[config.mk]
export PLATFORM = sky130hd
export DESIGN_NAME = reg_file_mp
export DESIGN_NICKNAME = d
export VERILOG_FILES = /design/src/rtl/rf_pkg.sv /design/src/rtl/rf_scoreboard.sv /design/src/rtl/reg_file_mp.sv
export SDC_FILE = /design/constraint.sdc
export NUM_CORES = 2
export LEC_CHECK = 0
export CORE_ASPECT_RATIO = 1.5
export CORE_MARGIN = 10
export CORE_UTILIZATION = 45
export DETAILED_ROUTE_END_ITERATION = 6
export GPL_ROUTABILITY_DRIVEN = 0
export PLACE_DENSITY = 0.73
export SLEW_MARGIN = 20
export SYNTH_ARGS = -nofsm -noshare
export SYNTH_HDL_FRONTEND = slang
export SYNTH_SLANG_ARGS = --single-unit
[constraint.sdc]
create_clock -name clk_i -period 2.5 [get_ports clk_i]
set_input_delay 0.375 -clock clk_i [delete_from_list [all_inputs] [get_ports clk_i]]
set_output_delay 0.375 -clock clk_i [all_outputs]
set_load 0.01 [all_outputs]
[src/rtl/rf_pkg.sv]
// Shared constants and types for the integer register file.
package rf_pkg;

  parameter int unsigned XLEN     = 32;
  parameter int unsigned REG_ZERO = 0;
  parameter int unsigned REG_SP   = 2;
  parameter logic [31:0] SP_RESET = 32'h0000_1000;

  typedef logic [4:0]      reg_addr_t;
  typedef logic [XLEN-1:0] xlen_t;

endpackage

[src/rtl/rf_scoreboard.sv]
// Per-register busy bits: issue sets, clearing writes from writeback clear, set wins.
module rf_scoreboard
  import rf_pkg::*;
#(
  parameter int unsigned NREG = 32,
  parameter int unsigned NWR  = 1,
  parameter int unsigned AW   = $clog2(NREG)
) (
  input  logic              clk_i,
  input  logic              reset_n,
  input  logic              set_en_i,
  input  logic [AW-1:0]     set_addr_i,
  input  logic [NWR-1:0]    wr_en_i,
  input  logic [NWR-1:0]    wr_clr_i,
  input  logic [NWR*AW-1:0] wr_addr_i,
  output logic [NREG-1:0]   busy_vec_o
);

  // Bit 0 is the hardwired-zero register and never goes busy.
  localparam logic [NREG-1:0] LiveMask = {{(NREG-1){1'b1}}, 1'b0};

  logic [NREG-1:0] set_dec;
  logic [NREG-1:0] clr_dec;
  logic [NREG-1:0] busy_d;
  logic [NREG-1:0] busy_q;

  // Decode the set request and all clearing writes into one-hot register vectors.
  always_comb begin
    set_dec = '0;
    clr_dec = '0;
    if (set_en_i) begin
      set_dec[set_addr_i] = 1'b1;
    end
    for (int unsigned w = 0; w < NWR; w++) begin
      if (wr_en_i[w] && wr_clr_i[w]) begin
        clr_dec[wr_addr_i[w*AW +: AW]] = 1'b1;
      end
    end
  end

  // A same-cycle set models a newer writer, so it overrides any clear.
  assign busy_d = (set_dec | (busy_q & ~clr_dec)) & LiveMask;

  // Busy-bit state.
  always_ff @(posedge clk_i or negedge reset_n) begin
    if (!reset_n) begin
      busy_q <= '0;
    end else begin
      busy_q <= busy_d;
    end
  end

  assign busy_vec_o = busy_q;

endmodule

[src/rtl/reg_file_mp.sv]
// Multi-port integer register file with optional write-to-read bypass and busy scoreboard.
module reg_file_mp
  import rf_pkg::*;
#(
  parameter int unsigned     XLEN     = rf_pkg::XLEN,
  parameter int unsigned     NREG     = 32,
  parameter int unsigned     NRD      = 2,
  parameter int unsigned     NWR      = 1,
  parameter int unsigned     BYPASS   = 1,
  parameter int unsigned     SP_IDX   = REG_SP,
  parameter logic [XLEN-1:0] SP_RESET = XLEN'(rf_pkg::SP_RESET),
  localparam int unsigned    AW       = $clog2(NREG)
) (
  input  logic                clk_i,
  input  logic                reset_n,
  input  logic [NRD*AW-1:0]   rd_addr_i,
  output logic [NRD*XLEN-1:0] rd_data_o,
  output logic [NRD-1:0]      rd_busy_o,
  input  logic [NWR-1:0]      wr_en_i,
  input  logic [NWR*AW-1:0]   wr_addr_i,
  input  logic [NWR*XLEN-1:0] wr_data_i,
  input  logic [NWR-1:0]      wr_clr_i,
  input  logic                set_en_i,
  input  logic [AW-1:0]       set_addr_i,
  output logic [NREG-1:0]     busy_vec_o
);

  logic [XLEN-1:0] regs_q  [NREG];
  logic [AW-1:0]   wr_addr [NWR];
  logic [XLEN-1:0] wr_data [NWR];
  logic [NREG-1:0] busy_vec;

  for (genvar w = 0; w < NWR; w++) begin : g_wr_unpack
    assign wr_addr[w] = wr_addr_i[w*AW +: AW];
    assign wr_data[w] = wr_data_i[w*XLEN +: XLEN];
  end

  // Storage: later write ports are applied last so the highest index wins a conflict.
  always_ff @(posedge clk_i or negedge reset_n) begin
    if (!reset_n) begin
      for (int unsigned r = 0; r < NREG; r++) begin
        regs_q[AW'(r)] <= (r == SP_IDX) ? SP_RESET : '0;
      end
    end else begin
      for (int unsigned w = 0; w < NWR; w++) begin
        if (wr_en_i[w] && (wr_addr[w] != '0)) begin
          regs_q[wr_addr[w]] <= wr_data[w];
        end
      end
    end
  end

  rf_scoreboard #(
    .NREG (NREG),
    .NWR  (NWR),
    .AW   (AW)
  ) u_scoreboard (
    .clk_i      (clk_i),
    .reset_n    (reset_n),
    .set_en_i   (set_en_i),
    .set_addr_i (set_addr_i),
    .wr_en_i    (wr_en_i),
    .wr_clr_i   (wr_clr_i),
    .wr_addr_i  (wr_addr_i),
    .busy_vec_o (busy_vec)
  );

  assign busy_vec_o = busy_vec;

  for (genvar k = 0; k < NRD; k++) begin : g_rd
    logic [AW-1:0]   rd_addr;
    logic [XLEN-1:0] rd_val;
    logic            rd_bsy;

    assign rd_addr = rd_addr_i[k*AW +: AW];

    // Read mux: stored value, overridden by same-cycle write data when bypass is enabled.
    always_comb begin
      rd_val = regs_q[rd_addr];
      rd_bsy = busy_vec[rd_addr];
      if (BYPASS != 0) begin
        for (int unsigned w = 0; w < NWR; w++) begin
          if (wr_en_i[w] && (wr_addr[w] == rd_addr)) begin
            rd_val = wr_data[w];
            if (wr_clr_i[w]) begin
              rd_bsy = 1'b0;
            end
          end
        end
      end
      if (rd_addr == '0) begin
        rd_val = '0;
        rd_bsy = 1'b0;
      end
    end

    assign rd_data_o[k*XLEN +: XLEN] = rd_val;
    assign rd_busy_o[k]              = rd_bsy;
  end

endmodule

==> reports/results.ini <==
[cells_and_area]
final_cells = 6140
drive_gt1_share_pct = 60.0
fillerInstances = 9402
final_area_mm2 = 0.0713
finish.utilization_pct = 57.1
syn_to_final_growth_pct = 26.2
fin_nets = 4500

[yosys]
synth_seq_cells = 1055
synth_top_family_by_area = multiplexers
yosys.area.top_type = dfrtp_1
synthMuxAreaShare_pct = 41.0
synth_cell_types = 56
syn_nets = 3919
synth-simple-area-share_pct = 2.14
yosysSeqAreaShare_pct = 46.8
synth_edf_count = 0
synth-main-ff-cell = dfrtp_1
postSynthAreaPerCell_um2 = 14.6
synth_xor_area_share_pct = 0.155
synthTopCellsByArea = dfrtp_1 (47%), mux2_2 (20%), mux4_2 (18%)
synthAdderAreaFrac_pct = 0
netlist.area_leader.share_pct = 46.7
synth_compound_area_share_pct = 6.15
postSynth.asyncResetShare_pct = 100
syn-instance-count = 3862
yosysWarnings = 0
syn_area_mm2 = 0.0565

[floorplan]
die_y_um = 454
die_x_um = 309
io_pins = 155
dieArea_mm2 = 0.140
initial_core_util_pct = 45.2
coreArea_mm2 = 0.125
rows = 159

[grt]
grt_usage_pct = 28.5
antenna_found_initial = 6
grt.overflow.total = 0
grt_pass1_wl_um = 295000
grt_max_degree = 84
grt_pass1_vias = 44000

[cts]
cts_num_sinks = 1055
root_buffer = clkbuf_16
h-tree-depth = 3
cts_tree = done
cts_buffer_depth = 3
clk_pin_slew_ns = 0.07
cts_inserted_buffers = 100
clk_latency_ns = 0.73

[timing]
whs_ns = 0.191
slew_headroom_pct = 53.6
fin_crit_ns = 3.01
setup_viol = 66
tightest_slew_ns = 0.695
hold_violations = 0
clock_skew_ns = 0
rsz0062_at_grt = true
fin_crit_sh_pct = 120
slew_viol_final = 0
fmax_mhz = 332
setup_slack_ns = -0.511

[detailed_routing]
remaining_drc_errors = 0
routedWlPerCell_um = 32.8
ant_nets = 0
routed_wl_um = 201000
viasPerCell = 6.72
drt_iter0_drc = 4185
num_vias = 41300
drtPass1Iterations = 6

[setup_path]
worstSetupPathType = flip-flop to output port
cp_data_required_time_ns = 2.12
crit_arrival_ns = 2.64
endpoint_kind = output port
worst-path-max-fanout = 2
start_kind = flip-flop

[place]
dp.cells = 5880
hpwl_um = 133000
placed_cell_area_mm2 = 0.0657
portBuffers = 153

[outcome]
status = complete, but fails checks
failed_checks = setup timing

[power_and_ir_drop]
power.density_mw_per_mm2 = 743
p_leak_nw = 30.9
peakVddDrop_mv = 0.535
total_power_mw = 53.0

[flow_run]
max_cap_viol_count = 0

[hold_path]
hp-class = primary input to async pin

worst paths after layout:
check                      depth (start not counted)  slack [ns]                                     to                startpoint
max reg2reg                                        3        1.49                  regs_q[9]$_DFFE_PN0P_     regs_q[9]$_DFFE_PN0P_
min reg2reg                                        0        0.40               regs_q[1004]$_DFFE_PN0P_  regs_q[1004]$_DFFE_PN0P_
min                                                2        0.19                regs_q[938]$_DFFE_PN0P_                   reset_n
max                                                6       -0.51                          rd_data_o[39]   regs_q[519]$_DFFE_PN0P_
min in group clk_i                                 6        0.38  u_scoreboard.busy_vec_o[12]$_DFF_PN0_              wr_addr_i[3]
max in group asynchronous                          3        1.25                regs_q[680]$_DFFE_PN0P_                   reset_n
final cells by class:
class	instances	area [um^2]	share of cell area (%)
well taps	1610	2010	2.83
flip-flops and latches	1055	26400	37.0
diodes	3	7.51	0.0105
clock buffers	144	2950	4.14
repair buffers	917	9810	13.8
multi-input cells	2364	29500	41.3
clock inverters	42	609	0.855
inverters	5	21.3	0.0298
cell usage after synthesis (13+ instances only):
cell and count:
buf_2 112, buf_6 20, clkbuf_1 245, a221oi_1 47, a211o_1 17, dfrtp_1 1054, and3_1 24, nor2_1 49
mux2i_1 154, nand3_1 20, nand4_1 13, buf_4 44, a22oi_1 134, o22a_1 20, o21ai_0 119, mux2_2 997
o211ai_1 21, buf_1 17, mux4_2 462, a21oi_1 46, nand2_1 80, o22ai_1 33
kinds of logic after synthesis:
group                  after synthesis
AND/OR/NAND/NOR                    242
XOR/XNOR                            10
buffers and inverters              443
other                                1
multiplexers                      1613
flip-flops                        1055
AO/OA/AOI/OAI                      498
layer usage:
layer,up-vias,global-route usage [%],routed length (um)
met5,-,0,36
met4,6,20.2,16500
met3,832,6.62,17900
met2,2487,45.1,94900
met1,21800,34.1,72000
li1,16200,-,-
per-stage QoR:
step | TNS [ns] | setup WS (ns)
2_1_floorplan | 0 | 0.00177
3_3_place_gp | -199.37 | -1.17
3_5_place_dp | -200.57 | -1.17
4_1_cts | -19.48 | -0.496
5_1_grt | -21.93 | -0.517
6_report | -18.49 | -0.511
report_power, final:
group          switching, mW  internal [mW]
clock                   7.06           9.67
sequential              2.47           20.3
combinational           5.44           8.02
layout by cell type (no fill, tap or decap), types with 69 or more instances in the layout:
master,instances
o21ai_0,89
a22oi_1,69
buf_6,83
mux2_2,993
mux4_2,462
clkdlybuf4s50_1,71
nand2_1,80
dfrtp_1,1054
buf_4,527
clkbuf_16,105
mux2i_1,146
buf_12,181
what timing repair did:
item | CTS | global route
hold buffers | 1 | 0
gates resized for setup | 549 | 108
setup endpoints to repair | 66 | 66
hold endpoints to repair | 272 | 0
cloned | 3 | 1
buffers inserted | 66 | 17
pin swaps | 178 | 71
sequential cells by signal (all words and copies together), names as in the netlist:
signal and cells:
regs_q 1024, u_scoreboard.busy_vec_o 31
worst max-delay path, stage by stage, from the launching register on:
cell and delay (ns):
dfrtp_1 0.40, buf_6 0.12, mux4_2 0.51, a22oi_2 0.23, a21oi_2 0.08, a221o_1 0.38
buf_2 0.19
(Power assumes the default switching activity.)
